File: src/rtl/stream_mux_n.sv
// ----------------------------------------------------------------------------
// stream_mux_n
//   N:1 valid/ready stream multiplexer with packet locking and a registered
//   output stage. The channel is chosen in IDLE either statically (sel) or by
//   round-robin. The grant is then held until that channel's last beat.
//
// Parameters
//   WIDTH  data bits per channel
//   N      number of input channels (>=2)
//
// Ports
//   clk, rst_n          clock, asynchronous active-low reset
//   in_data/valid/last  per-channel beats, channel i at [i*WIDTH +: WIDTH]
//   in_ready            per-channel accept (at most one bit high)
//   mode, sel           0 = static select on sel, 1 = round-robin (IDLE only)
//   out_data/valid/last registered output beat
//   out_ch              source channel of the output beat
//   out_ready           downstream accept
//   busy                high while a packet is locked
//   beat_cnt            beats of the current/last packet, saturating
//                       (present only with MUX_BEAT_CNT_EN defined)
//
// Optional feature macro: MUX_BEAT_CNT_EN
// ----------------------------------------------------------------------------
module stream_mux_n #(
    parameter int WIDTH = 8,
    parameter int N     = 4,
    localparam int SEL_W = (N > 1) ? $clog2(N) : 1
) (
    input  logic               clk,
    input  logic               rst_n,
    input  logic [N*WIDTH-1:0] in_data,
    input  logic [N-1:0]       in_valid,
    input  logic [N-1:0]       in_last,
    output logic [N-1:0]       in_ready,
    input  logic               mode,
    input  logic [SEL_W-1:0]   sel,
    output logic [WIDTH-1:0]   out_data,
    output logic               out_valid,
    output logic               out_last,
    output logic [SEL_W-1:0]   out_ch,
    input  logic               out_ready,
    output logic               busy
`ifdef MUX_BEAT_CNT_EN
    ,
    output logic [15:0]        beat_cnt
`endif
);

    typedef enum logic {IDLE = 1'b0, LOCKED = 1'b1} state_t;

    state_t             state_q, state_d;
    logic [SEL_W-1:0]   cur_q, cur_d;
    logic [SEL_W-1:0]   rr_ptr_q, rr_ptr_d;
    logic [WIDTH-1:0]   out_data_q, out_data_d;
    logic               out_valid_q, out_valid_d;
    logic               out_last_q, out_last_d;
    logic [SEL_W-1:0]   out_ch_q, out_ch_d;

    logic [SEL_W-1:0]   cand;
    logic               cand_hit;
    logic [SEL_W-1:0]   cur;
    logic               grant_en;
    logic [N-1:0]       gnt;
    logic               slot_free;
    logic               accept;
    logic [WIDTH-1:0]   acc_data;
    logic               acc_last;

    // Candidate selection, only meaningful in IDLE.
    // Static: the loop only matches indices below N, so an out-of-range sel
    // never produces a grant. Round-robin: walk distances N..1 from rr_ptr so
    // the nearest valid channel after rr_ptr is the last (winning) assignment.
    always_comb begin
        cand     = '0;
        cand_hit = 1'b0;
        if (!mode) begin
            for (int i = 0; i < N; i++) begin
                if (SEL_W'(i) == sel && in_valid[i]) begin
                    cand     = SEL_W'(i);
                    cand_hit = 1'b1;
                end
            end
        end else begin
            for (int k = N; k >= 1; k--) begin
                for (int i = 0; i < N; i++) begin
                    if (i == (int'(rr_ptr_q) + k) % N && in_valid[i]) begin
                        cand     = SEL_W'(i);
                        cand_hit = 1'b1;
                    end
                end
            end
        end
    end

    // Grant vector and beat acceptance. Reset gates the handshake so no
    // in_ready can rise combinationally from in_valid while rst_n is low.
    always_comb begin
        slot_free = !out_valid_q || out_ready;
        cur       = (state_q == LOCKED) ? cur_q : cand;
        grant_en  = rst_n && ((state_q == LOCKED) || cand_hit);
        acc_data  = '0;
        acc_last  = 1'b0;
        for (int i = 0; i < N; i++) begin
            gnt[i] = grant_en && (cur == SEL_W'(i));
            if (gnt[i]) begin
                acc_data = in_data[i*WIDTH +: WIDTH];
                acc_last = in_last[i];
            end
        end
        accept = slot_free && |(gnt & in_valid);
    end

    // FSM: state register
    always_ff @(posedge clk or negedge rst_n) begin
        if (!rst_n) begin
            state_q  <= IDLE;
            cur_q    <= '0;
            rr_ptr_q <= SEL_W'(N - 1);
        end else begin
            state_q  <= state_d;
            cur_q    <= cur_d;
            rr_ptr_q <= rr_ptr_d;
        end
    end

    // FSM: next state. rr_ptr and the locked channel move only on the first
    // beat of a packet, which is always accepted in IDLE.
    always_comb begin
        state_d  = state_q;
        cur_d    = cur_q;
        rr_ptr_d = rr_ptr_q;
        if (accept) begin
            if (state_q == IDLE) begin
                cur_d    = cur;
                rr_ptr_d = cur;
            end
            state_d = acc_last ? IDLE : LOCKED;
        end
    end

    // FSM: outputs
    always_comb begin
        in_ready = slot_free ? gnt : '0;
        busy     = (state_q == LOCKED);
    end

    // Output register stage
    always_comb begin
        out_data_d  = out_data_q;
        out_last_d  = out_last_q;
        out_ch_d    = out_ch_q;
        out_valid_d = out_valid_q;
        if (accept) begin
            out_data_d  = acc_data;
            out_last_d  = acc_last;
            out_ch_d    = cur;
            out_valid_d = 1'b1;
        end else if (out_ready) begin
            out_valid_d = 1'b0;
        end
    end

    always_ff @(posedge clk or negedge rst_n) begin
        if (!rst_n) begin
            out_data_q  <= '0;
            out_last_q  <= 1'b0;
            out_ch_q    <= '0;
            out_valid_q <= 1'b0;
        end else begin
            out_data_q  <= out_data_d;
            out_last_q  <= out_last_d;
            out_ch_q    <= out_ch_d;
            out_valid_q <= out_valid_d;
        end
    end

    assign out_data  = out_data_q;
    assign out_last  = out_last_q;
    assign out_ch    = out_ch_q;
    assign out_valid = out_valid_q;

`ifdef MUX_BEAT_CNT_EN
    logic [15:0] beat_cnt_q, beat_cnt_d;

    // First beat of a packet loads 1; later beats count up and saturate.
    // Value holds after the last beat until the next packet starts.
    always_comb begin
        beat_cnt_d = beat_cnt_q;
        if (accept) begin
            if (state_q == IDLE)
                beat_cnt_d = 16'd1;
            else if (beat_cnt_q != 16'hFFFF)
                beat_cnt_d = beat_cnt_q + 16'd1;
        end
    end

    always_ff @(posedge clk or negedge rst_n) begin
        if (!rst_n) beat_cnt_q <= '0;
        else        beat_cnt_q <= beat_cnt_d;
    end

    assign beat_cnt = beat_cnt_q;
`endif

endmodule
File: config.mk
export PLATFORM = sky130hd
export DESIGN_NAME = stream_mux_n
export DESIGN_NICKNAME = d
export VERILOG_FILES = /design/src/rtl/stream_mux_n.sv
export SDC_FILE = /design/constraint.sdc
export NUM_CORES = 1
export LEC_CHECK = 0
export ABC_AREA = 1
export BUFFER_PORTS_ARGS = -buffer_cell sky130_fd_sc_hd__buf_2
export CAP_MARGIN = 0
export CORE_MARGIN = 4
export CORE_UTILIZATION = 35
export CTS_CLUSTER_DIAMETER = 40
export DETAILED_ROUTE_END_ITERATION = 16
export PLACE_DENSITY = 0.61
export SLEW_MARGIN = 20
export SYNTH_ARGS = -nofsm -noshare
export SYNTH_HDL_FRONTEND = slang
export SYNTH_SLANG_ARGS = --single-unit
File: constraint.sdc
create_clock -name clk -period 3.4 [get_ports clk]
set_input_delay 0.68 -clock clk [delete_from_list [all_inputs] [get_ports clk]]
set_output_delay 0.68 -clock clk [all_outputs]
set_load 0.05 [all_outputs]
==> summary.md, run 1 <==
| Metric | Value |
|---|---|
| Status | finished, final reports clean |
| Pwr Density | 825.8 nW/um^2 |
| CTS tree | yes |
| Synthesis-to-layout area growth | 27.87% |
| Num rows | 22 |
| Pin count of the biggest net entering global routing | 18 |
| Tmin final | 3145 ps |
| Clock sinks | 17 |
| Critical Path AT | 2470 ps |
| RSZ-0062 raised after global routing | false |
| CP max stage cell | dfstp_2 |
| DRC errors left | 0 |
| Skew-Pair Late Insertion Delay | 250 ps |
| CP Data Required Time | 2720 ps |
| DRT Wirelength | 4049 um |
| Worst setup SP type | register |
| Share of cells above drive strength 1 | 35.14% |
| First-pass GRT wire length | 6755 um |
| # placed instances | 320 |
| CP max FO | 11 |
| Register clock-pin slew on the reported worst setup and hold paths | 70 ps |
| Asr flop ratio synth | 100.0% |
| Clk_skew | 1.966 ps |
| H-tree levels | 1 |
| Post-synth top cells | nand2_1 (71), nand3_1 (53), dfrtp_1 (15), nand4_1 (15), inv_1 (9) |
| Syn Nets | 261 |
| Die Y | 71.16 um |
| Synthesized instance count | 215 |
| Post-Syn Area | 1396 um^2 |
| Fin cells | 324 |
| Layout Nets | 323 |
| I/O pins | 63 |
| Synth top area share | 26.88% |
| Port bufs | 62 |
| Hpwl dp | 3273 um |
| Critical Path, Cell by Cell | inv_2 -> nand3_1 -> nand2_1 -> nand2_1 -> nand2_1 -> nand2_1 -> nand2_1 -> nand2_1 -> nand2_1 -> nand2_1 -> nand2_1 -> nand2_1 -> nand2_1 -> nand2_1 -> nand2_1 -> nand2_2 -> nand2_2 -> nor4_1 -> buf_4 |
| Vias | 1632 |
| Gpl congestion | 0.7987 |
| Peak supply drop | 0.0003560 V |
| Final Max Slew Viols | 0 |
| Vias per std cell | 5.037 |
| Core Region | 3771 um^2 |
| 1st-pass router iterations | 6 |
| Yosys warns | 0 |
| Chip width | 71.16 um |
| Synth cell types | 23 |
| Count leader, synth | nand2_1 |
| Ys flop type | dfrtp_1 |
| Top post-synthesis cells by area | dfrtp_1 (27%), nand2_1 (19%), nand3_1 (19%) |
| Setup violators final | 0 |
| DR WL/cell | 12.50 um |
| Number of synthesized flops with an enable pin | 0 |
| Yosys reg bits | 17 |
| Fin crit share | 92.51% |
| Worst Hold Class | in2async |
| First DRT Iteration DRCs | 77 |
| Setup CP Type | reg2out |
| Synth area leader | dfrtp_1 |
| Initial antenna violation count | 0 |
| Num CTS Buffers | 3 |
| Avg Cell Area, Syn | 6.495 um^2 |
| Clock Path Buffers | 2 |
| Vias in the first global route | 1585 |
| Post CTS Setup Buffer Count | 0 |
| Peak Freq | 317.9 MHz |
| DIE AREA | 5064 um^2 |
| Post-route total power | 1475 uW |
| Fin. Hold Viols | 0 |
| Initial core utilization | 37.03% |
| CP max stage delay | 660 ps |
| Antenna diode count | 0 |
| Detail Route Antenna Nets | 0 |
| Crit-path most repeated cell | nand2_1 |
| Crit. End Element | output pin |
| Seq/Total Area, Yosys | 30.65% |
| Grt ovf | 0 |
| Slew of the pin with the lowest slew margin | 452.7 ps |
| Total GRT Usage | 16.13% |
| Slew headroom | 69.79% |
| Root Buffer | clkbuf_8 |
| Static Leak | 0.0009995 uW |
| Max-cap violations | 0 |
## layout by cell type (no fill, tap or decap), drive strengths merged
cell	synthesis	layout
o21ai	6	6
buf	9	66
inv	17	17
nand3	55	55
clkinv	0	1
nor3	1	1
a21oi	2	2
nand2	80	80
nand4	15	15
nor2	8	8
dfrtp	15	15
dfstp	2	2
clkbuf	1	4
nor4	4	4
## cells by family (layout without fill, tap and decap cells)
| group | count (synthesis) | in the layout | share of synthesized area (%) |
|---|---|---|---|
| AO/OA/AOI/OAI | 8 | 8 | 3.674 |
| buffers and inverters | 27 | 88 | 10.21 |
| flip-flops | 17 | 17 | 30.65 |
| AND/OR/NAND/NOR | 163 | 163 | 55.47 |
## layout make-up
type | count | area (um^2)
clock buffer | 3 | 41.29
timing repair buffer | 67 | 355.3
sequential | 17 | 427.9
tap | 48 | 60.06
fill | 392 | 1986
inverter | 17 | 63.81
clock inverter | 1 | 5.005
multi-input combinational | 171 | 832.0
## report_power, final
group	switching [uW]	internal (uW)
Sequential	68.3	282
Clock	69.5	81.3
Combinational	699	275
Total	837	638
## registers in the layout, indices dropped and copies added (netlist names)
name	flops
out_data	8
cur_q	2
out_ch	2
rr_ptr_q	2
busy	1
out_last	1
out_valid	1
## layer usage
layer	track usage (%)	vias up	routed length (um)	share of wire, %
li1	-	847	-	-
met1	20.90	711	1689	42
met2	28.16	72	1948	48
met3	3.835	2	403	10
met4	1.461	0	8	0.20
met5	0	-	0	0
## worst paths after layout
path                                          from                       to  slack, ps  cells after the start
max                        rr_ptr_q[1]$_DFFE_PN1P_              in_ready[0]        250                     19
min reg2reg                out_data[0]$_DFFE_PN0P_  out_data[0]$_DFFE_PN0P_        480                      2
max in group asynchronous                    rst_n  rr_ptr_q[1]$_DFFE_PN1P_       2730                      2
min in group clk           out_data[0]$_DFFE_PN0P_  out_data[0]$_DFFE_PN0P_        480                      2
min                                          rst_n  out_data[7]$_DFFE_PN0P_        420                      2
max reg2reg                rr_ptr_q[0]$_DFFE_PN1P_    out_ch[0]$_DFFE_PN0P_        710                     17
## worst max-delay path: cells and delay by family (launching register included)
family | cells | cell delay, ps
AND/OR/NAND/NOR | 17 | 1200
flip-flops | 1 | 660
buffers and inverters | 2 | 350
## metrics by stage
| stage | instance area [um^2] | hold WS (ps) | TNS (ps) | worst slack (ps) | util (%) |
|---|---|---|---|---|---|
| floorplan | 1403 | 384.4 | -899.9 | -450.0 | - |
| global placement | 1732 | 455.9 | 0 | 388.3 | 45.92 |
| detailed placement | 1732 | 465.8 | 0 | 384.1 | 45.92 |
| CTS | 1778 | 432.6 | 0 | 209.7 | 47.15 |
| global route | 1785 | 439.7 | 0 | 1.026 | 47.35 |
| finish | 1785 | 415.1 | 0 | 254.5 | 47.35 |
## timing repair
| action | 4_1_cts | 5_1_grt |
|---|---|---|
| setup endpoints to repair | 0 | 3 |
| hold buffers | 0 | 0 |
| resized for setup | 0 | 5 |
Power figures use the tool's default switching activity.
==> inputs of run 2 (changes only) <==
- ABC_AREA: 1 -> 0
- PLACE_DENSITY: 0.61 -> 0.6
==> summary.md, run 2 <==
| Metric | Value |
|---|---|
| Port bufs | 62 (unchanged) |
| Share of cells above drive strength 1 | 54.84% (+20 points) |
| Num CTS Buffers | 3 (unchanged) |
| DR WL/cell | 15.90 um (+27%) |
| Post-Syn Area | 1608 um^2 (+15%) |
| Fin crit share | 91.25% (-1.3 points) |
| Synth top area share | 23.35% (-3.5 points) |
| Post CTS Setup Buffer Count | 0 (unchanged) |
| Total GRT Usage | 14.35% (-1.8 points) |
| Initial core utilization | 36.42% (-0.60 points) |
| Delay-heaviest family, CP | compound AO/OA/AOI/OAI gates |
| Root Buffer | clkbuf_8 |
| CP max stage delay | 300 ps (-360 ps) |
| Synth area leader | dfrtp_1 |
| P_sw | 833.0 uW (-0.45%) |
| Reg2reg end | out_data[3]$_DFFE_PN0P_ |
| Clk_skew | 10.34 ps (+8.378 ps) |
| Static Leak | 0.0009647 uW (-3.5%) |
| Chip width | 75.78 um (+6.5%) |
| Setup TNS | 0 ps (unchanged) |
| Final Core Density | 45.27% (-2.1 points) |
| Yosys reg bits | 17 (unchanged) |
| Tmin final | 3102 ps (-43.13 ps) |
| Synthesis-to-layout area growth | 24.28% |
| Slew of the pin with the lowest slew margin | 500.4 ps (+47.70 ps) |
| RSZ-0062 raised after global routing | false |
| Vias in the first global route | 1358 (-14%) |
| Crit. End Element | output pin |
| Avg Cell Area, Syn | 10.24 um^2 (+58%) |
| R2R depth | 8 (-9) |
| First DRT Iteration DRCs | 121 (+57%) |
| Seq/Total Area, Yosys | 26.61% (-4.0 points) |
| Final Max Slew Viols | 0 (unchanged) |
| Top post-synthesis cells by area | dfrtp_1 (23%), mux2_2 (17%), a222oi_1 (4.4%) |
| Worst Hold Class | in2async |
| Pin count of the biggest net entering global routing | 18 (unchanged) |
| Count of buffer and inverter cells on the critical path | 2 (unchanged) |
| CP Data Required Time | 2720 ps (about the same) |
| Initial antenna violation count | 0 (unchanged) |
| I/O pins | 63 (unchanged) |
| Fillers | 422 (+7.7%) |
| Ys flop type | dfrtp_1 |
| Vias per std cell | 5.368 (+6.6%) |
| Met2 wire length | 2248 um (+15%) |
| Setup CP Type | in2out |
| Critical Path AT | 2420 ps (-50 ps) |
| Count leader, synth | mux2_2 |
| Start point of the critical path | in_valid[3] |
| H-tree levels | 1 (unchanged) |
| Peak supply drop | 0.0004921 V (+38%) |
| Worst setup SP type | input pin |
| Register clock-pin slew on the reported worst setup and hold paths | 80 ps (about the same) |
| Fin cells | 269 (-17%) |
| Critical Path, Cell by Cell | buf_2 -> mux2_1 -> a21oi_2 -> o211a_1 -> a311oi_4 -> nor2b_1 -> nand2_1 -> nor2_1 -> buf_2 |
| # hold bufs at CTS | 0 (unchanged) |
| Yosys warns | 0 (unchanged) |
| Synth cell types | 53 (+130%) |
| Slew headroom | 66.64% (-3.1 points) |
| Vias | 1444 (-12%) |
| Asr flop ratio synth | 100.0% (unchanged) |
| Setup violators final | 0 (unchanged) |
| Pwr Density | 835.2 nW/um^2 (+1.1%) |
| # placed instances | 265 (-17%) |
| Skew-Pair Late Insertion Delay | 260 ps (about the same) |
| Internal power | 836.0 uW (+31%) |
| Comb power frac | 66.9% (+0.9 points) |
| Clock Path Buffers | 2 (unchanged) |
| Detail Route Antenna Nets | 0 (unchanged) |
| Commonest non-fill, non-tap cell in the layout | buf_2 |
| Max reg flops | 8 (unchanged) |
| Hpwl dp | 3372 um (+3.0%) |
| Clock sinks | 17 (unchanged) |
| Num rows | 24 (+9.1%) |
| CP max stage cell | a311oi_4 |
| CP max FO | 13 (+2) |
| DRC errors left | 0 (unchanged) |
| Synthesized instance count | 157 (-27%) |
| CTS tree | yes |
| Switching Share | 49.91% (-6.8 points) |
| First-pass GRT wire length | 6492 um (-3.9%) |
| Peak Freq | 322.3 MHz (+1.4%) |
| M1 wire length | 1854 um (+9.8%) |
| DRT Wirelength | 4278 um (+5.7%) |
| 1st-pass router iterations | 5 (-1) |
| Core Region | 4414 um^2 (+17%) |
| Most frequent cells in the layout | buf_2 (62), mux2_2 (24), dfrtp_1 (15) |
| Clock network power share | 9.3% (-0.9 points) |
| Die Y | 75.78 um (+6.5%) |
| Post-synth top cells | mux2_2 (24), dfrtp_1 (15), nand2_1 (12) |
| Resized Gates After CTS | 0 (unchanged) |
| Top sig layer | met4 |
| Reg2Reg Launch Point | rr_ptr_q[0]$_DFFE_PN1P_ |
| Grt ovf | 0 (unchanged) |
| Crit-path most repeated cell | buf_2 |
| Met3 wire length | 136 um (-66%) |
| Sequential power share | 23.8% (about the same) |
| Gpl congestion | 0.8496 (+6.4%) |
| Max-cap violations | 0 (unchanged) |
| Post-route total power | 1669 uW (+13%) |
| Antenna diode count | 0 (unchanged) |
| DIE AREA | 5742 um^2 (+13%) |
| Layout Nets | 264 (-18%) |
| Number of synthesized flops with an enable pin | 0 (unchanged) |
| Internal reg-to-reg setup slack | 600 ps (-110 ps) |
| Fin. Hold Viols | 0 (unchanged) |
| Syn Nets | 203 (-22%) |
| Status | finished, final reports clean |
[run 2: cell types whose count changed after synthesis, sizes merged, moves of 12 or more]
cell / before / now
nand2: 80 / 13
nand3: 55 / 0
mux2: 0 / 27
nand4: 15 / 1
inv: 17 / 5
[run 2: layer usage]
layer,GRT usage [%],up-vias
li1,-,720
met1,19.94,688
met2,23.48,32
met3,2.639,4
met4,2.330,0
met5,0,-
[run 2: worst max path at each step]
stage             endpoint  depth (start not counted)
2_1_floorplan  in_ready[2]                          8
5_1_grt        in_ready[2]                          9
4_1_cts        in_ready[2]                          9
3_5_place_dp   in_ready[2]                          9
3_3_place_gp   in_ready[2]                          9
6_report       in_ready[2]                          9
[run 2: cells by family (layout without fill, tap and decap cells)]
kind of cell    Yosys count  in the layout  synth area share (%)
compound gates           47             47                 27.94
xor+xnor                  1              1                0.5448
buf+inv                  19             79                 6.847
flops                    17             17                 26.61
mux                      32             32                 22.49
simple gates             41             41                 15.56
[run 2: power groups by stage]
stage / clock network (uW) / registers, uW / logic [uW]
after floorplan: 0 / 613 / 691
after global placement: 0 / 396 / 1110
after detailed placement: 0 / 400 / 1120
after CTS: 160 / 396 / 1120
after global routing: 164 / 412 / 1190
final: 155 / 397 / 1120
[run 2: worst reg2reg max path: cells and delay by family, from the launching register on]
kind,cells,cell delay [ps]
flops,1,670
buf+inv,1,260
simple gates,2,260
mux,1,350
compound gates,4,1160
[run 2: per-stage QoR]
stage / area (um^2) / hold WS, ps / setup WS (ps)
floorplan: 1608 / 384.4 / 31.38
global placement: 1952 / 479.2 / 343.3
detailed placement: 1952 / 490.8 / 338.5
CTS: 1998 / 392.6 / 337.9
global route: 1998 / 410.6 / 161.7
finish: 1998 / 383.6 / 297.7
[run 2: area by class of cell]
class	count	area, um^2	share of cell area [%]
tap	52	65.06	3.256
multi-input combinational	121	1070	53.54
clock buffer	3	41.29	2.066
timing repair buffer	70	370.4	18.53
inverter	5	18.77	0.9393
clock inverter	1	5.005	0.2505
sequential	17	427.9	21.42
